## config.mk

```make
export PLATFORM = sky130hd
export DESIGN_NAME = alpha_sweep_ctrl_flat
export DESIGN_NICKNAME = d
export VERILOG_FILES = /design/src/rtl/alpha_sweep_if.sv /design/src/rtl/alpha_sweep_ctrl.sv /design/src/flat_wrapper.sv
export SDC_FILE = /design/constraint.sdc
export NUM_CORES = 1
export LEC_CHECK = 0
export ABC_AREA = 1
export ABC_CLOCK_PERIOD_IN_PS = 2100
export BUFFER_PORTS_ARGS = -buffer_cell sky130_fd_sc_hd__clkbuf_2
export CAP_MARGIN = 10
export CORE_ASPECT_RATIO = 1.5
export CORE_MARGIN = 2
export CORE_UTILIZATION = 50
export DETAILED_ROUTE_END_ITERATION = 8
export GPL_ROUTABILITY_DRIVEN = 0
export GPL_TIMING_DRIVEN = 0
export PLACE_DENSITY = 0.8
export SYNTH_ARGS = -nofsm -noshare
export SYNTH_HDL_FRONTEND = slang
export SYNTH_SLANG_ARGS = --single-unit
```

## constraint.sdc

```tcl
create_clock -name clk -period 2.1 [get_ports clk]
set_input_delay 0.21 -clock clk [delete_from_list [all_inputs] [get_ports clk]]
set_output_delay 0.21 -clock clk [all_outputs]
set_load 0.05 [all_outputs]
```

## src/rtl/alpha_sweep_if.sv

```systemverilog
// Sweep control, host read port and alpha RAM port of the alpha sweep controller.
// The master side drives the requests and the RAM read data; the slave side is the controller.
interface alpha_sweep_if #(
   parameter int num_qubit = 3
);
   logic                 start;
   logic [7:0]           delta;
   logic [num_qubit-1:0] cond_mask;
   logic [num_qubit-1:0] cond_val;
   logic                 busy;
   logic                 done;

   logic                 host_req;
   logic [num_qubit-1:0] host_addr;
   logic                 host_gnt;
   logic [7:0]           host_rdata;
   logic                 host_rvalid;

   logic [num_qubit-1:0] ram_read_address;
   logic [num_qubit-1:0] ram_write_address;
   logic                 ram_write_enable;
   logic [7:0]           ram_write_alpha;
   logic [7:0]           ram_read_alpha;

   modport master (
      output start, delta, cond_mask, cond_val, host_req, host_addr, ram_read_alpha,
      input  busy, done, host_gnt, host_rdata, host_rvalid,
             ram_read_address, ram_write_address, ram_write_enable, ram_write_alpha
   );

   modport slave (
      input  start, delta, cond_mask, cond_val, host_req, host_addr, ram_read_alpha,
      output busy, done, host_gnt, host_rdata, host_rvalid,
             ram_read_address, ram_write_address, ram_write_enable, ram_write_alpha
   );
endinterface

```

## src/rtl/alpha_sweep_ctrl.sv

```systemverilog
// Walks every alpha RAM address once, adding delta to entries whose address matches
// (cond_mask, cond_val); host reads are served only while the controller is idle.
module alpha_sweep_ctrl #(
   parameter int num_qubit = 3
) (
   input  logic         clk,
   input  logic         rst,
   alpha_sweep_if.slave bus
);

   typedef enum logic [1:0] {S_IDLE, S_SWEEP, S_DRAIN, S_DONE} state_t;

   state_t               r_state;
   logic [num_qubit-1:0] r_cnt;
   logic [num_qubit-1:0] r_mask;
   logic [num_qubit-1:0] r_val;
   logic [num_qubit-1:0] r_wr_addr;
   logic [7:0]           r_delta;
   logic                 r_wr_pend;
   logic                 r_busy;
   logic                 r_done;
   logic                 r_rvalid;

   logic                 w_gnt;
   logic                 w_match;
   logic                 w_last;

   // start has priority over a host read issued in the same idle cycle
   assign w_gnt   = !rst && (r_state == S_IDLE) && bus.host_req && !bus.start;
   assign w_match = ((r_cnt & r_mask) == r_val);
   assign w_last  = (r_cnt == {num_qubit{1'b1}});

   always_ff @(posedge clk or posedge rst) begin
      if (rst) begin
         r_state   <= S_IDLE;
         r_cnt     <= '0;
         r_mask    <= '0;
         r_val     <= '0;
         r_wr_addr <= '0;
         r_delta   <= '0;
         r_wr_pend <= 1'b0;
         r_busy    <= 1'b0;
         r_done    <= 1'b0;
         r_rvalid  <= 1'b0;
      end else begin
         r_rvalid <= w_gnt;
         case (r_state)
            S_IDLE: begin
               r_wr_pend <= 1'b0;
               if (bus.start) begin
                  r_delta <= bus.delta;
                  r_mask  <= bus.cond_mask;
                  r_val   <= bus.cond_val;
                  r_cnt   <= '0;
                  r_busy  <= 1'b1;
                  r_state <= S_SWEEP;
               end
            end
            S_SWEEP: begin
               // the write for this address lands next cycle, once its read data returns
               r_wr_pend <= w_match;
               r_wr_addr <= r_cnt;
               r_cnt     <= r_cnt + 1'b1;
               if (w_last) r_state <= S_DRAIN;
            end
            S_DRAIN: begin
               r_wr_pend <= 1'b0;
               r_done    <= 1'b1;
               r_state   <= S_DONE;
            end
            S_DONE: begin
               r_done  <= 1'b0;
               r_busy  <= 1'b0;
               r_state <= S_IDLE;
            end
            default: r_state <= S_IDLE;
         endcase
      end
   end

   assign bus.busy              = r_busy;
   assign bus.done              = r_done;
   assign bus.host_gnt          = w_gnt;
   assign bus.host_rvalid       = r_rvalid;
   assign bus.host_rdata        = r_rvalid ? bus.ram_read_alpha : 8'h00;
   assign bus.ram_read_address  = (r_state == S_SWEEP) ? r_cnt :
                                  w_gnt                 ? bus.host_addr : '0;
   assign bus.ram_write_enable  = r_wr_pend;
   assign bus.ram_write_address = r_wr_addr;
   assign bus.ram_write_alpha   = r_wr_pend ? (bus.ram_read_alpha + r_delta) : 8'h00;

endmodule
```

## src/flat_wrapper.sv

```systemverilog
// flat-port wrapper written by rule: the top's interface ports become plain ports
module alpha_sweep_ctrl_flat 
#(
   parameter int num_qubit = 3
)
  (clk, rst, bus_start, bus_delta, bus_cond_mask, bus_cond_val, bus_host_req, bus_host_addr, bus_ram_read_alpha, bus_busy, bus_done, bus_host_gnt, bus_host_rdata, bus_host_rvalid, bus_ram_read_address, bus_ram_write_address, bus_ram_write_enable, bus_ram_write_alpha);
  alpha_sweep_if #(.num_qubit(num_qubit)) bus_i ();
  input  logic clk;
  input  logic rst;
  input wire logic [$bits(bus_i.start)-1:0] bus_start;
  input wire logic [$bits(bus_i.delta)-1:0] bus_delta;
  input wire logic [$bits(bus_i.cond_mask)-1:0] bus_cond_mask;
  input wire logic [$bits(bus_i.cond_val)-1:0] bus_cond_val;
  input wire logic [$bits(bus_i.host_req)-1:0] bus_host_req;
  input wire logic [$bits(bus_i.host_addr)-1:0] bus_host_addr;
  input wire logic [$bits(bus_i.ram_read_alpha)-1:0] bus_ram_read_alpha;
  output wire logic [$bits(bus_i.busy)-1:0] bus_busy;
  output wire logic [$bits(bus_i.done)-1:0] bus_done;
  output wire logic [$bits(bus_i.host_gnt)-1:0] bus_host_gnt;
  output wire logic [$bits(bus_i.host_rdata)-1:0] bus_host_rdata;
  output wire logic [$bits(bus_i.host_rvalid)-1:0] bus_host_rvalid;
  output wire logic [$bits(bus_i.ram_read_address)-1:0] bus_ram_read_address;
  output wire logic [$bits(bus_i.ram_write_address)-1:0] bus_ram_write_address;
  output wire logic [$bits(bus_i.ram_write_enable)-1:0] bus_ram_write_enable;
  output wire logic [$bits(bus_i.ram_write_alpha)-1:0] bus_ram_write_alpha;
  assign bus_i.start = bus_start;
  assign bus_i.delta = bus_delta;
  assign bus_i.cond_mask = bus_cond_mask;
  assign bus_i.cond_val = bus_cond_val;
  assign bus_i.host_req = bus_host_req;
  assign bus_i.host_addr = bus_host_addr;
  assign bus_i.ram_read_alpha = bus_ram_read_alpha;
  assign bus_busy = bus_i.busy;
  assign bus_done = bus_i.done;
  assign bus_host_gnt = bus_i.host_gnt;
  assign bus_host_rdata = bus_i.host_rdata;
  assign bus_host_rvalid = bus_i.host_rvalid;
  assign bus_ram_read_address = bus_i.ram_read_address;
  assign bus_ram_write_address = bus_i.ram_write_address;
  assign bus_ram_write_enable = bus_i.ram_write_enable;
  assign bus_ram_write_alpha = bus_i.ram_write_alpha;
  alpha_sweep_ctrl #(.num_qubit(num_qubit)) u_core (.clk(clk), .rst(rst), .bus(bus_i));
endmodule
```

==> run metrics, run 1 <==
pin count of the biggest net entering global routing 28; max-slew violations 0; fillers roughly 270; Top-Level Pins 56; failing checks negative hold slack; DP Worst Slack -12.6 ps; Slew @ Worst Pin 586 ps; Avg Inst Size Synth 7.38 sq um; H-tree depth 1; Fmax ~0.48 GHz; commonest non-fill, non-tap cell in the layout nand2_1; Antenna Violating Nets Remaining 0; First DRT Iteration DRCs 29; critical path class reg2out; Net Sw Frac between 40% and 50%; crit-path cells ha_2 -> fa_2 -> nand2_1 -> nand2_1 -> and2_4 -> nand2_2 -> nand2_2 -> nor2_4 -> buf_8; syn nets ~260; sw power 1380 uW; Worst Setup End Kind primary output; vias in the first global route roughly 1.4k; CTS Buf Count 3; status finished with violations; WHS -22.9 ps; final worst path period need between 2000 and 2500 ps; IO Port Bufs 55; RR Endpoint u_core.r_cnt[2]$_DFFE_PP0P_; CP max stage cell dfrtp_1; Setup TNS Final 0 ps; initial core utilization between 50% and 60%; WP data required 1890 ps; most frequent cells in the layout nand2_1 (76), clkbuf_2 (48), inv_1 (30); fraction of layout cells with a size suffix above 1 around 31%; Final Hold Vio Count 26; root buf cell clkbuf_8; Startpoint Class register; Worst-path clk slew 90 ps; first-pass GRT wire length approximately 5800 um; sequential fraction of the synthesis area between 40% and 50%; Hold Path Class in2async; Mapped Cells roughly 220; final wirelength between 3000 and 4000 um; post-DP HPWL ~2800 um; Synth cell types 20; Clock Power Share 11.5%; #FFs+latches synth 26; fin util between 60% and 70%; final setup margin roughly 24 ps; multi-input logic area 873 sq um; die width about 50 um; Critical Path Max Stage Delay about 400 ps; RSZ-0062 raised after global routing true; Area growth syn-to-layout 30.9%; Setup Buffers After CTS 0; row cnt 25; FF+latch area approximately 650 sq um; worst reg2reg setup slack 550 ps; Lkg Pwr between 0.001 and 0.0015 uW; critical path fanouts, max 3; Die Area between 3000 and 4000 sq um; antenna diode count 0; Core Area approximately 3100 sq um; CP Data Arrival Time between 1500 and 2000 ps; dpl cell area ~1900 sq um; Placed Cells incl. Taps roughly 310; clock skew 1.64 ps; # DRC 0; Slew headroom about three fifths; clock sink total 26; cell area power density about 1300 nW/um^2; clk buf depth 2; Ys Warns 0; nets@finish between 300 and 400; vias 1552; endpoints failing setup 0; Gate power share a little under three fifths; Peak VDD IR between 900 and 1000 uV; Layout Cells excl Fill ~320; cell internal pwr between 1000 and 1500 uW; worst r2r path cells 5; drt pass-1 iters 4; Cell Area, Synth 1600 sq um; Clk Latency, worst-skew pair about 270 ps; RR Startpoint u_core.r_state[1]$_DFFE_PP0P_; die height roughly 73 um; Sequential Power Share 31.1%; All-Layer GR Usage between 20% and 30%; final worst path period share 98.9%; design area between 2000 and 2500 sq um; max-cap viol count 0; GR Overflow Total 0; hold_buf cts 0; via density per instance 4.91; TritonCTS clock tree yes; initial antenna violation count 0; Routed wire per std cell roughly 12 um
## what timing repair did
action	4_1_cts	5_1_grt
pin swaps	0	2
cloned	0	0
endpoints found under the setup margin	5	9
gates resized for setup	10	29
## synth_stat cells
library cell / n / area share [%]
o21ai_4: 1 / 1.0
inv_1: 32 / 7.5
or2_0: 1 / 0.39
xor2_1: 1 / 0.55
nand3b_1: 1 / 0.47
and2_1: 1 / 0.39
o21ai_0: 14 / 4.4
nor2_1: 12 / 2.8
nand2_1: 78 / 18
o21ai_1: 1 / 0.31
inv_2: 2 / 0.47
buf_2: 4 / 1.3
nand3_1: 8 / 2.5
a21oi_1: 12 / 3.8
dfrtp_1: 26 / 41
nor3_1: 5 / 1.6
fa_1: 1 / 1.3
ha_1: 15 / 12
clkbuf_1: 1 / 0.23
xnor2_1: 1 / 0.55
## power by group through the flow
stage          Sequential, uW  Combinational, uW  Clock [uW]
5_1_grt                   895               1810         343
3_5_place_dp              873               1480           0
4_1_cts                   864               1510         327
6_report                  873               1610         324
2_1_floorplan             979               1030           0
3_3_place_gp              862               1430           0
## flip-flops by register name, indices dropped and copies added (netlist names)
signal                        flops
u_core.r_val                      3
u_core.r_delta                    8
u_core.bus.busy                   1
u_core.bus.ram_write_enable       1
u_core.r_mask                     3
u_core.bus.ram_write_address      3
u_core.bus.host_rvalid            1
u_core.bus.done                   1
u_core.r_state                    2
u_core.r_cnt                      3
## cell type report
cell class	instances	area share (%)
buffer	5	1.13
sequential	26	31.0
clock buffer	4	2.63
timing repair buffer	55	14.9
tap	40	2.39
multi-input combinational	152	41.7
inverter	34	6.27
## how the worst max path moves through the flow
stage | startpoint | end | slack, ps | depth (start not counted)
5_1_grt | u_core.r_delta[0]$_DFFE_PP0P_ | bus_ram_write_alpha[4] | -70 | 9
6_report | u_core.r_delta[0]$_DFFE_PP0P_ | bus_ram_write_alpha[4] | 20 | 9
4_1_cts | u_core.r_state[0]$_DFFE_PP0P_ | bus_ram_read_address[2] | -30 | 7
3_5_place_dp | rst | bus_ram_read_address[1] | -10 | 5
2_1_floorplan | rst | bus_ram_read_address[0] | -260 | 3
3_3_place_gp | rst | bus_ram_read_address[1] | 10 | 5
## worst max-delay path, delay by kind of cell, from the launching register on
kind                       cells  cell delay [ps]
adders and majority gates      2              540
buffers and inverters          1              150
DFF                            1              400
and+or+nand+nor                6              510
## metrics by stage
step                hold WS [ps]  total power [uW]
CTS                          128              2700
floorplan                    259              2010
detailed placement           412              2350
finish                     -22.9              2810
global route                24.8              3050
global placement             407              2290
## cell families (layout without fill, tap and decap cells)
logic type / count (synthesis) / in the layout / share of synthesized area, %
AO/OA/AOI/OAI: 28 / 28 / 9.45
AND/OR/NAND/NOR: 106 / 106 / 26.4
flip-flops: 26 / 26 / 40.6
buffers and inverters: 39 / 98 / 9.45
adder cells (fa/ha/maj): 16 / 16 / 13.0
XOR/XNOR: 2 / 2 / 1.09
## metal layers
| layer | vias to the layer above | routed length [um] | global-route usage [%] |
|---|---|---|---|
| met3 | 5 | 137 | 1.22 |
| met5 | - | 0 | 0 |
| met4 | 0 | 67 | 9.88 |
| met2 | 45 | 2090 | 38.7 |
| li1 | 792 | - | - |
| met1 | 710 | 1350 | 22.9 |
Power figures use the tool's default switching activity.
==> run 2, diff against run 1 <==
--- a/config.mk
+++ b/config.mk
@@ -8,14 +8,15 @@
 export ABC_AREA = 1
 export ABC_CLOCK_PERIOD_IN_PS = 2100
 export BUFFER_PORTS_ARGS = -buffer_cell sky130_fd_sc_hd__clkbuf_2
-export CAP_MARGIN = 10
 export CORE_ASPECT_RATIO = 1.5
 export CORE_MARGIN = 2
 export CORE_UTILIZATION = 50
 export DETAILED_ROUTE_END_ITERATION = 8
 export GPL_ROUTABILITY_DRIVEN = 0
 export GPL_TIMING_DRIVEN = 0
+export MAX_ROUTING_LAYER = met4
 export PLACE_DENSITY = 0.8
+export RECOVER_POWER = 100
 export SYNTH_ARGS = -nofsm -noshare
 export SYNTH_HDL_FRONTEND = slang
 export SYNTH_SLANG_ARGS = --single-unit
==> run metrics, run 2 (synthesized netlist as in run 1, its figures left out) <==
status finished with violations (unchanged); failing checks negative hold slack (unchanged); post-DP HPWL 2780 um (unchanged); First DRT Iteration DRCs 44 (was 29); Core Area 3100 sq um (unchanged); Slew headroom 59.8% (was 60.8%); first-pass GRT wire length 5780 um (about the same); Slew @ Worst Pin 602 ps (was 586 ps); most frequent cells in the layout nand2_1 (76), inv_1 (32), clkbuf_2 (32) (was nand2_1 (76), clkbuf_2 (48), inv_1 (30)); max-cap viol count 0 (unchanged); Final Hold Vio Count 26 (unchanged); clk buf depth 2 (unchanged); die width 50.2 um (unchanged); final worst path period need 2080 ps (about the same); worst reg2reg setup slack 430 ps (was 550 ps); initial core utilization 51.7% (unchanged); Setup TNS Final 0 ps (unchanged); root buf cell clkbuf_8 (unchanged); antenna diode count 0 (unchanged); pin count of the biggest net entering global routing 28 (unchanged); Net Sw Frac 49.3% (was 49.1%); H-tree depth 1 (unchanged); critical path class reg2out (unchanged); row cnt 25 (unchanged); WP data required 1890 ps (about the same); Lkg Pwr 0.00118 uW (was 0.00124 uW); cell area power density 1340 nW/um^2 (about the same); fin util 66.5% (was 67.7%); # DRC 0 (unchanged); Worst-path clk slew 90 ps (about the same); Peak VDD IR 921 uV (was 939 uV); Top-Level Pins 56 (unchanged); sw power 1370 uW (was 1380 uW); endpoints failing setup 0 (unchanged); max-slew violations 0 (unchanged); vias in the first global route 1381 (unchanged); final wirelength 3670 um (was 3640 um); final worst path period share 99.0% (was 98.9%); Hold Path Class in2async (unchanged); GR Overflow Total 0 (unchanged); Antenna Violating Nets Remaining 0 (unchanged); Clk Latency, worst-skew pair 270 ps (about the same); Fmax 0.481 GHz (was 0.482 GHz); Startpoint Class register (unchanged); Sequential Power Share 31.4% (was 31.1%); Setup Buffers After CTS 0 (unchanged); CTS Buf Count 3 (unchanged); Top reg by flops u_core.r_delta (unchanged); critical path fanouts, max 3 (unchanged); commonest non-fill, non-tap cell in the layout nand2_1 (unchanged); IO Port Bufs 55 (unchanged); Routed wire per std cell 11.6 um (was 11.5 um); via density per instance 4.89 (was 4.91); fraction of layout cells with a size suffix above 1 23.9% (was 30.8%); Gate power share 56.9% (was 57.4%); TritonCTS clock tree yes (unchanged); max reg flops 8 (unchanged); nets@finish 322 (unchanged); cell internal pwr 1410 uW (was 1430 uW); Die Area 3680 sq um (unchanged); All-Layer GR Usage 21.1% (was 20.5%); RR Startpoint u_core.r_state[1]$_DFFE_PP0P_ (unchanged); clock skew 1.18 ps (was 1.64 ps); RR Endpoint u_core.r_state[0]$_DFFE_PP0P_ (was u_core.r_cnt[2]$_DFFE_PP0P_); Worst Setup End Kind primary output (unchanged); initial antenna violation count 0 (unchanged); vias 1546 (was 1552); die height 73.3 um (unchanged); Area growth syn-to-layout 28.7% (was 30.9%); Clock Power Share 11.8% (was 11.5%); RSZ-0062 raised after global routing true (unchanged); CP Data Arrival Time 1870 ps (about the same); clock sink total 26 (unchanged); drt pass-1 iters 4 (unchanged); worst r2r path cells 6 (was 5); WHS -15.3 ps (was -22.9 ps)
-- run 2: what timing repair did --
item	4_1_cts	5_1_grt
resized for setup	10	29
hold buffers	0	0
pin swaps	0	2
setup endpoints to repair	5	9
-- run 2: cell type report --
class | instances | area (sq um)
Tap cell | 40 | 50.0
Timing Repair Buffer | 55 | 288
Inverter | 34 | 131
Sequential cell | 26 | 651
Clock buffer | 4 | 55.1
Buffer | 5 | 23.8
Multi-Input combinational cell | 152 | 862
Fill cell | 283 | 1040
-- run 2: power groups by stage --
stage | clock network (uW) | logic [uW] | registers, uW
2_1_floorplan | 0 | 1030 | 979
3_3_place_gp | 0 | 1430 | 862
3_5_place_dp | 0 | 1480 | 873
4_1_cts | 327 | 1510 | 864
5_1_grt | 343 | 1770 | 893
6_report | 327 | 1580 | 869
-- run 2: how the worst max path moves through the flow --
stage | startpoint | to | slack [ps] | cells after the start
3_3_place_gp | rst | bus_ram_read_address[1] | 10 | 5
5_1_grt | u_core.r_delta[0]$_DFFE_PP0P_ | bus_ram_write_alpha[4] | -70 | 9
6_report | u_core.r_delta[0]$_DFFE_PP0P_ | bus_ram_write_alpha[4] | 20 | 9
2_1_floorplan | rst | bus_ram_read_address[0] | -260 | 3
3_5_place_dp | rst | bus_ram_read_address[1] | -10 | 5
4_1_cts | u_core.r_state[0]$_DFFE_PP0P_ | bus_ram_read_address[2] | -30 | 7
-- run 2: worst max-delay path: stages, from the launching register on --
cell and delay [ps]:
dfrtp_1 400, ha_2 190, fa_2 350, nand2_1 70, nand2_1 70, and2_4 150, nand2_2 50, nand2_2 70
nor2_4 110, buf_8 150
-- run 2: per-stage QoR --
stage | cells | total power, uW | setup WS [ps] | cell area, sq um
floorplan | 217 | 2010 | -256 | 1600
global placement | 312 | 2290 | 13.0 | 1930
detailed placement | 312 | 2350 | -12.6 | 1930
CTS | 316 | 2700 | -25.4 | 2010
global route | 316 | 3010 | -68.5 | 2060
finish | 316 | 2770 | 21.1 | 2060
-- run 2: routing by layer --
metal  GRT usage, %  vias to the layer above  routed length [um]
met5              -                        -                   0
met4           9.88                        0                 102
met3           1.22                        9                 118
li1               -                      789                   -
met1           22.8                      706                1440
met2           39.0                       42                2010
